[src/rtl/cpu_adr_seq.sv]
// Bus/addressing sequencer for the 6502-style core: reset-vector fetch, opcode and operand
// fetch, effective-address formation (IMPL/IMM/ZP/ZPI/ABS/ABSI) and the data memory cycle.
module cpu_adr_seq #(
  parameter int ADR_W        = 16,
  parameter int DATA_W       = 8,
  parameter int VECTOR_FETCH = 1,
  parameter     RESET_VECTOR = 16'hFFFC,
  parameter     RESET_PC     = 16'h8000,
  parameter int PAGE_PENALTY = 1
) (
  input  logic              clk,
  input  logic              n_reset,
  input  logic              rdy,
  output logic [ADR_W-1:0]  adr_bus,
  output logic              RW,
  input  logic [DATA_W-1:0] data_in,
  output logic [DATA_W-1:0] data_out,
  input  logic [2:0]        mode,
  input  logic              idx_sel,
  input  logic [DATA_W-1:0] idx_x,
  input  logic [DATA_W-1:0] idx_y,
  input  logic              wr_req,
  input  logic [DATA_W-1:0] wr_data,
  output logic [DATA_W-1:0] opcode,
  output logic              opcode_valid,
  output logic [DATA_W-1:0] operand,
  output logic              operand_valid,
  output logic [ADR_W-1:0]  ea,
  output logic [ADR_W-1:0]  pc,
  output logic              mode_err,
  output logic [2:0]        state_dbg
);

  // rdy handshake: rdy=0 freezes every register and holds the bus (a pending write keeps
  // RW=0). Strobes are registered and qualified by rdy, so each event shows for exactly
  // one rdy-high cycle. Reset wins over rdy.
  typedef enum logic [2:0] {
    S_VEC_LO = 3'd0,
    S_VEC_HI = 3'd1,
    S_FETCH  = 3'd2,
    S_OP1    = 3'd3,
    S_OP2    = 3'd4,
    S_FIX    = 3'd5,
    S_MEM    = 3'd6
  } state_t;

  localparam state_t           RST_STATE  = (VECTOR_FETCH != 0) ? S_VEC_LO : S_FETCH;
  localparam logic [ADR_W-1:0] VEC_LO_ADR = ADR_W'(RESET_VECTOR);
  localparam logic [ADR_W-1:0] VEC_HI_ADR = VEC_LO_ADR + ADR_W'(1);
  localparam logic [ADR_W-1:0] PC_INIT    = ADR_W'(RESET_PC);

  state_t            state_q, state_d;
  logic [ADR_W-1:0]  pc_q, pc_d;
  logic [ADR_W-1:0]  ea_q, ea_d;
  logic [DATA_W-1:0] lo_q, lo_d;
  logic              carry_q, carry_d;
  logic [DATA_W-1:0] opcode_q, opcode_d;
  logic [DATA_W-1:0] operand_q, operand_d;
  logic              opv_q, opv_d;
  logic              operv_q, operv_d;
  logic              merr_q, merr_d;

  logic [DATA_W-1:0] idx_val;
  logic [DATA_W:0]   idx_sum;

  assign idx_val = idx_sel ? idx_y : idx_x;
  assign idx_sum = {1'b0, data_in} + {1'b0, idx_val};

  always_ff @(posedge clk) begin
    if (!n_reset) begin
      state_q   <= RST_STATE;
      pc_q      <= PC_INIT;
      ea_q      <= '0;
      lo_q      <= '0;
      carry_q   <= 1'b0;
      opcode_q  <= '0;
      operand_q <= '0;
      opv_q     <= 1'b0;
      operv_q   <= 1'b0;
      merr_q    <= 1'b0;
    end else if (rdy) begin
      state_q   <= state_d;
      pc_q      <= pc_d;
      ea_q      <= ea_d;
      lo_q      <= lo_d;
      carry_q   <= carry_d;
      opcode_q  <= opcode_d;
      operand_q <= operand_d;
      opv_q     <= opv_d;
      operv_q   <= operv_d;
      merr_q    <= merr_d;
    end
  end

  always_comb begin
    state_d   = state_q;
    pc_d      = pc_q;
    ea_d      = ea_q;
    lo_d      = lo_q;
    carry_d   = carry_q;
    opcode_d  = opcode_q;
    operand_d = operand_q;
    opv_d     = 1'b0;
    operv_d   = 1'b0;
    merr_d    = 1'b0;
    case (state_q)
      S_VEC_LO: begin
        lo_d    = data_in;
        state_d = S_VEC_HI;
      end
      S_VEC_HI: begin
        pc_d    = {data_in, lo_q};
        state_d = S_FETCH;
      end
      S_FETCH: begin
        opcode_d = data_in;
        pc_d     = pc_q + ADR_W'(1);
        opv_d    = 1'b1;
        state_d  = S_OP1;
      end
      S_OP1: begin
        case (mode)
          3'd0: begin
            operv_d = 1'b1;
            state_d = S_FETCH;
          end
          3'd1: begin
            operand_d = data_in;
            pc_d      = pc_q + ADR_W'(1);
            operv_d   = 1'b1;
            state_d   = S_FETCH;
          end
          3'd2: begin
            ea_d    = {{DATA_W{1'b0}}, data_in};
            pc_d    = pc_q + ADR_W'(1);
            state_d = S_MEM;
          end
          3'd3: begin
            // Zero-page indexing wraps inside page 0; the carry is dropped.
            ea_d    = {{DATA_W{1'b0}}, idx_sum[DATA_W-1:0]};
            pc_d    = pc_q + ADR_W'(1);
            state_d = S_MEM;
          end
          3'd4: begin
            lo_d    = data_in;
            carry_d = 1'b0;
            pc_d    = pc_q + ADR_W'(1);
            state_d = S_OP2;
          end
          3'd5: begin
            lo_d    = idx_sum[DATA_W-1:0];
            carry_d = idx_sum[DATA_W];
            pc_d    = pc_q + ADR_W'(1);
            state_d = S_OP2;
          end
          default: begin
            operv_d = 1'b1;
            merr_d  = 1'b1;
            state_d = S_FETCH;
          end
        endcase
      end
      S_OP2: begin
        pc_d = pc_q + ADR_W'(1);
        if (carry_q && (PAGE_PENALTY != 0)) begin
          // Uncorrected address first; FIX repairs the high byte one cycle later.
          ea_d    = {data_in, lo_q};
          state_d = S_FIX;
        end else begin
          ea_d    = {data_in + DATA_W'(carry_q), lo_q};
          state_d = S_MEM;
        end
      end
      S_FIX: begin
        ea_d    = {ea_q[ADR_W-1:DATA_W] + DATA_W'(1), ea_q[DATA_W-1:0]};
        state_d = S_MEM;
      end
      S_MEM: begin
        if (!wr_req) operand_d = data_in;
        operv_d = 1'b1;
        state_d = S_FETCH;
      end
      default: state_d = RST_STATE;
    endcase
  end

  always_comb begin
    adr_bus  = pc_q;
    RW       = 1'b1;
    data_out = '0;
    case (state_q)
      S_VEC_LO: adr_bus = VEC_LO_ADR;
      S_VEC_HI: adr_bus = VEC_HI_ADR;
      S_FIX:    adr_bus = ea_q;
      S_MEM: begin
        adr_bus  = ea_q;
        RW       = ~wr_req;
        data_out = wr_data;
      end
      default:  adr_bus = pc_q;
    endcase
  end

  assign opcode        = opcode_q;
  assign operand       = operand_q;
  assign ea            = ea_q;
  assign pc            = pc_q;
  assign opcode_valid  = opv_q & rdy;
  assign operand_valid = operv_q & rdy;
  assign mode_err      = merr_q & rdy;
  assign state_dbg     = state_q;

endmodule

[config.mk]
export PLATFORM = sky130hd
export DESIGN_NAME = cpu_adr_seq
export DESIGN_NICKNAME = d
export VERILOG_FILES = /design/src/rtl/cpu_adr_seq.sv
export SDC_FILE = /design/constraint.sdc
export NUM_CORES = 1
export LEC_CHECK = 0
export CORE_UTILIZATION = 40
export CTS_BUF_LIST = sky130_fd_sc_hd__clkbuf_2 sky130_fd_sc_hd__clkbuf_4 sky130_fd_sc_hd__clkbuf_8
export CTS_CLUSTER_DIAMETER = 120
export DETAILED_ROUTE_END_ITERATION = 16
export HOLD_SLACK_MARGIN = 0.03
export PLACE_DENSITY = 0.82
export SLEW_MARGIN = 10
export SYNTH_ARGS = -nofsm -noshare
export SYNTH_HDL_FRONTEND = slang
export SYNTH_SLANG_ARGS = --single-unit
[constraint.sdc]
create_clock -name clk -period 2.85 [get_ports clk]
set_input_delay 0.57 -clock clk [delete_from_list [all_inputs] [get_ports clk]]
set_output_delay 0.57 -clock clk [all_outputs]
set_load 0.01 [all_outputs]
## Word-level counts from Yosys, hierarchy flattened

Cells that the tools add are included.

- Word-level logic and storage cells: 82
- Output and inout port bits: 79
- Register bits: 63

- Bitwise gates (word level): 5
- Reduce and logical (&&, ||, !) cells: 23
- Equality and inequality tests: 16
- Mux-type cells: 23
- Add/subtract/negate cells: 4

Operators with widths:

| kind | number |
|---|---|
| 16-bit case mux with 3 select lines | 3 |
| 8-bit case mux with 2 select lines | 3 |
| 16-bit two-way mux | 2 |
| 8-bit two-way mux | 4 |
| 16-bit case mux with 2 select lines | 1 |
| 3-bit case mux with 6 select lines | 1 |
| 16-bit by 1-bit adder with 16-bit output, second input constant | 1 |
| 3-bit == test, second input constant | 5 |
| 3-bit by 2-bit == test with 1-bit output, second input constant | 4 |
| 3-bit AND reduction | 4 |
| 2-bit OR reduction | 5 |
| 8-bit by 8-bit adder with 9-bit output | 1 |
| 8-bit by 1-bit adder with 8-bit output | 1 |
| 8-bit by 1-bit adder with 8-bit output, second input constant | 1 |
| 4-bit AND reduction | 2 |
| 2-bit nonzero test | 4 |
| 3-bit by 1-bit == test with 1-bit output, second input constant | 2 |
| 3-bit logical NOT | 2 |
| 3-bit inequality test, second input constant | 2 |
| 3-bit case mux with 2 select lines | 1 |
| 3-bit nonzero test | 2 |
| 6-bit OR reduction | 1 |
| 1-bit two-way mux | 5 |
| 5-bit OR reduction | 1 |
| other kinds (8) | 13 |

## Logic depth before layout (Yosys ltp)

- Depth after elaboration: 4
- Mapped depth: 9
- Mapped depth without buffers: 8

## Worst setup path after synthesis

Ideal clock, no wire load.

- Path type: input port to flip-flop
- Start point: input port idx_sel
- End point: register ea_q[6] (netlist: ea[6])
- Setup time: 0.101 ns
- Path buffers: 1
- Setup slack: 0.085 ns
- Stages: 8
- Arrival: 2.664 ns
- Cell sequence: clkbuf_1 mux2_2 ha_1 fa_1 a21o_1 a221oi_1 xor2_1 o41ai_1

- Longest elaborated chain between the ends: 4

RTL lines:

| what | line | text |
|---|---|---|
| from (decl) | 19 | `input logic idx_sel,` |
| 8-bit two-way mux | 66 | `assign idx_val = idx_sel ? idx_y : idx_x;` |
| 8-bit by 8-bit adder with 9-bit output | 67 | `assign idx_sum = {1'b0, data_in} + {1'b0, idx_val};` |
| 16-bit case mux with 2 select lines | 122 | `case (mode)` |
| 16-bit case mux with 3 select lines | 106 | `case (state_q)` |
| to (signal assigned) | 73 | `ea_q <= '0;` |
| to (signal assigned) | 84 | `ea_q <= ea_d;` |
| to (decl) | 54 | `logic [ADR_W-1:0] ea_q, ea_d;` |

Every way passes these cells. The select of a mux whose other input is x is not followed.
A chain may end at the register's enable or synchronous reset.

## Worst setup path after layout

- Start point: register state_q[0] (netlist: state_dbg[0])
- End point: output port adr_bus[6]

- Longest elaborated chain between the ends: 3

RTL lines:

| what | line | text |
|---|---|---|
| from (decl) | 52 | `state_t state_q, state_d;` |
| from (signal assigned) | 82 | `state_q <= state_d;` |
| 3-bit == test | 191 | `case (state_q)` |
| 2-bit OR reduction (no line) | n/a |  |
| 16-bit case mux with 3 select lines (*) | 191 |  |
| to (decl) | 14 | `output logic [ADR_W-1:0] adr_bus,` |

Every way passes the cells marked *; elsewhere a longest branch is shown, timed or not.

==> impl_metrics.tcl <==
set metrics [dict create \
    status "finished clean" \
    synth_compound_area_share_pct 26.6 \
    wirelength_um 14100 \
    arrival_ns 2.17 \
    slowest_stage "clkdlybuf4s50_1" \
    yosys-top-cells-area "dfxtp_1 (30%), a21oi_1 (5.9%), nor2_1 (5.4%)" \
    ys_seq_elements 63 \
    setup_viol 0 \
    synth_xor_area_share_pct 2.10 \
    critPathLaunchType "flop" \
    portBuffers 118 \
    power_density_mw_per_mm2 429 \
    syn_to_final_growth_pct 42.9 \
    p_int_mw 1.82 \
    max_freq_mhz 366 \
    die_h_um 104 \
    stdcell_area_mm2 0.00596 \
    cts_sinks 63 \
    die_area_mm2 0.0108 \
    async_flop_share_pct 0 \
    vias_per_cell 5.91 \
    clk_latency_ns 0.36 \
    crit_type "reg -> out" \
    cts_buffer_depth 2 \
    crit_buf_inv 2 \
    period_minus_slack_ns 2.74 \
    yosysSeqAreaShare_pct 30.2 \
    synthSimpleGateAreaFrac_pct 23.8 \
    cts_buffers 9 \
    antenna_found_initial 0 \
    clkPwrFrac_pct 39.3 \
    drive_gt1_share_pct 12.8 \
    syn_avg_cell_area_um2 7.77 \
    coreArea_mm2 0.00995 \
    synthMuxAreaShare_pct 7.26 \
    root_buffer "clkbuf_8" \
    worstMarginPinSlew_ns 0.579 \
    first_pass_iters 4 \
    synth-main-ff-cell "dfxtp_1" \
    synth_top_area_share_pct 30.2 \
    first_global_vias 4588 \
    yosysTopAreaCell "dfxtp_1" \
    ant_nets 0 \
    placed_area_mm2 0.00569 \
    cts_tree "yes" \
    crit_path_end_kind "primary output" \
    chipWidth_um 104 \
    synth-edff-count 0 \
    drc_errors 0 \
    hpwl_um 10300 \
    sequentialPowerShare_pct 37.1 \
    vias 4791 \
    h-tree-depth 3 \
    postSynthNetCount 593 \
    initial_core_util_pct 41.9 \
    p_switching_mw 0.744 \
    slew_headroom_pct 61.4 \
    place_congestion 0.909 \
    io_pins 119 \
    synth_top_family_by_area "compound AO/OA/AOI/OAI gates" \
    cp_cell_sequence "xnor2_2 > buf_4 > o22ai_1 > a21oi_1 > clkdlybuf4s50_1" \
    grt_util_all_layers_pct 26.1 \
    power_frac_comb_pct 23.6 \
    cp_slowest_stage_delay_ns 0.56 \
    ys_types 64 \
    synth_fa_ha_area_share_pct 4.98 \
    layout.nets 729 \
    netlist_area_mm2 0.00417 \
    cts.clk_slew.worst_paths_ns 0.08 \
    antenna_cells 0 \
    postSynthCellCount 537 \
    swShare_pct 29.1 \
    finalWorstSetupSlack_ns 0.115 \
    wl_per_cell_um 17.4 \
    power.leakage_nw 2.32 \
    nFillCells 871 \
    peakVddDrop_mv 0.309 \
    skew_ns 0.0139 \
    dp_worst_setup_slack_ns -0.311 \
    finalCritPeriodShare_pct 96.0 \
    maxCapViolCount 0 \
    drt_iter0_markers 365 \
    cp.required_ns 2.28 \
    cp_max_fo 11 \
    rsz0062_at_grt "no" \
    ys.warnings.count 0 \
    grt_overflow 0 \
    report.final.hold_viol_count 0 \
    grt_max_degree 32 \
    crit_family "buffers and inverters" \
    maxSlewViolCount 0 \
    grt_pass1_wl_um 22700 \
    hp-class "reg -> reg" \
    holdBufCountCts 0 \
    rows 36 \
]
## layout make-up
class | count | area, µm² | share of cell area (%)
Inverter | 10 | 37.5 | 0.629
Clock inverter | 6 | 116 | 1.95
Tap cell | 133 | 166 | 2.79
Sequential cell | 63 | 1260 | 21.1
Multi-Input combinational cell | 426 | 2730 | 45.7
Timing Repair Buffer | 163 | 1520 | 25.5
Clock buffer | 10 | 138 | 2.31
## cells in the mapped netlist, types with 12 or more instances
cell / instances
o22ai_1: 27
nand2_1: 52
and2_1: 14
o21ai_0: 26
buf_2: 12
ha_1: 15
clkbuf_1: 21
dfxtp_1: 63
mux2i_1: 19
nand3_1: 20
a21oi_1: 49
nor2_1: 60
## final timing paths
check | start | to | slack, ns | cells past startpoint
worst max-delay path | state_dbg[0] | adr_bus[6] | 0.11 | 5
worst min-delay path | merr_q | merr_q | 0.47 | 2
worst max register to register | state_dbg[2] | pc[3] | 0.77 | 7
worst min register to register | merr_q | merr_q | 0.47 | 2
## sequential cells by signal, indices dropped and copies added, names as in the netlist
register,cells
opcode,8
operand,8
merr_q,1
carry_q,1
pc,16
lo_q,8
opv_q,1
operv_q,1
ea,16
state_dbg,3
## per-layer routing
layer,vias to the layer above,track usage [%],part of all wire (%)
met2,278,44.8,48
met5,-,0,0
met3,43,6.39,10
li1,2240,-,-
met4,0,10.7,2.8
met1,2230,30.9,39
## cell families after synthesis
group                    count (synthesis)
XOR/XNOR                                10
AO/OA/AOI/OAI                          170
flip-flops                              63
adder cells (fa/ha/maj)                 16
buffers and inverters                   48
multiplexers                            29
AND/OR/NAND/NOR                        201
## worst register-to-register path: cells and delay by family, from the launching register on
kind / cells / cell delay (ns)
AND/OR/NAND/NOR: 2 / 0.26
buffers and inverters: 2 / 0.49
AO/OA/AOI/OAI: 2 / 0.55
multiplexers: 1 / 0.21
flip-flops: 1 / 0.45
## cell usage in the layout, fill, tap and decap left out, drive strengths merged, types with 3 or more instances in the layout
master,n
clkbuf,10
o31ai,3
o211ai,6
o21ai,30
ha,15
clkdlybuf4s50,118
nor2,60
nand3,20
a311oi,4
and4b,3
a22o,6
nor4,3
and2,14
or2,3
dfxtp,63
and3,11
nor3,8
nand2b,5
o2111ai,3
buf,45
inv,11
xor2,4
a21o,6
a31oi,8
and4,4
mux2,10
a211oi,4
bufinv,3
nand2,52
mux2i,19
xnor2,6
nand4,4
a21oi,49
o22ai,27
nand3b,6
## what timing repair did
item | 4_1_cts | 5_1_grt
setup buffers | 0 | 0
endpoints found under the setup margin | 2 | 21
resized for setup | 1 | 5
cloned | 0 | 0
pin swaps | 0 | 0
## power groups by stage
stage,Sequential (mW),Combinational [mW],Clock (mW)
floorplan,0.963,0.320,0
global placement,0.966,0.566,0
detailed placement,0.967,0.585,0
CTS,0.948,0.590,1.01
global route,0.953,0.653,1.05
finish,0.950,0.604,1.01
## metrics by stage
step	power (mW)	instances	setup TNS (ns)	hold WS, ns	utilization, %
after floorplan	1.28	537	0	0.436	-
after global routing	2.65	811	0	0.502	59.9
after detailed placement	1.55	795	-1.96	0.458	57.1
final	2.56	811	0	0.470	59.9
after CTS	2.55	811	0	0.469	59.7
after global placement	1.53	795	-1.01	0.453	57.1
No activity file was read; power rests on OpenSTA's default activity.
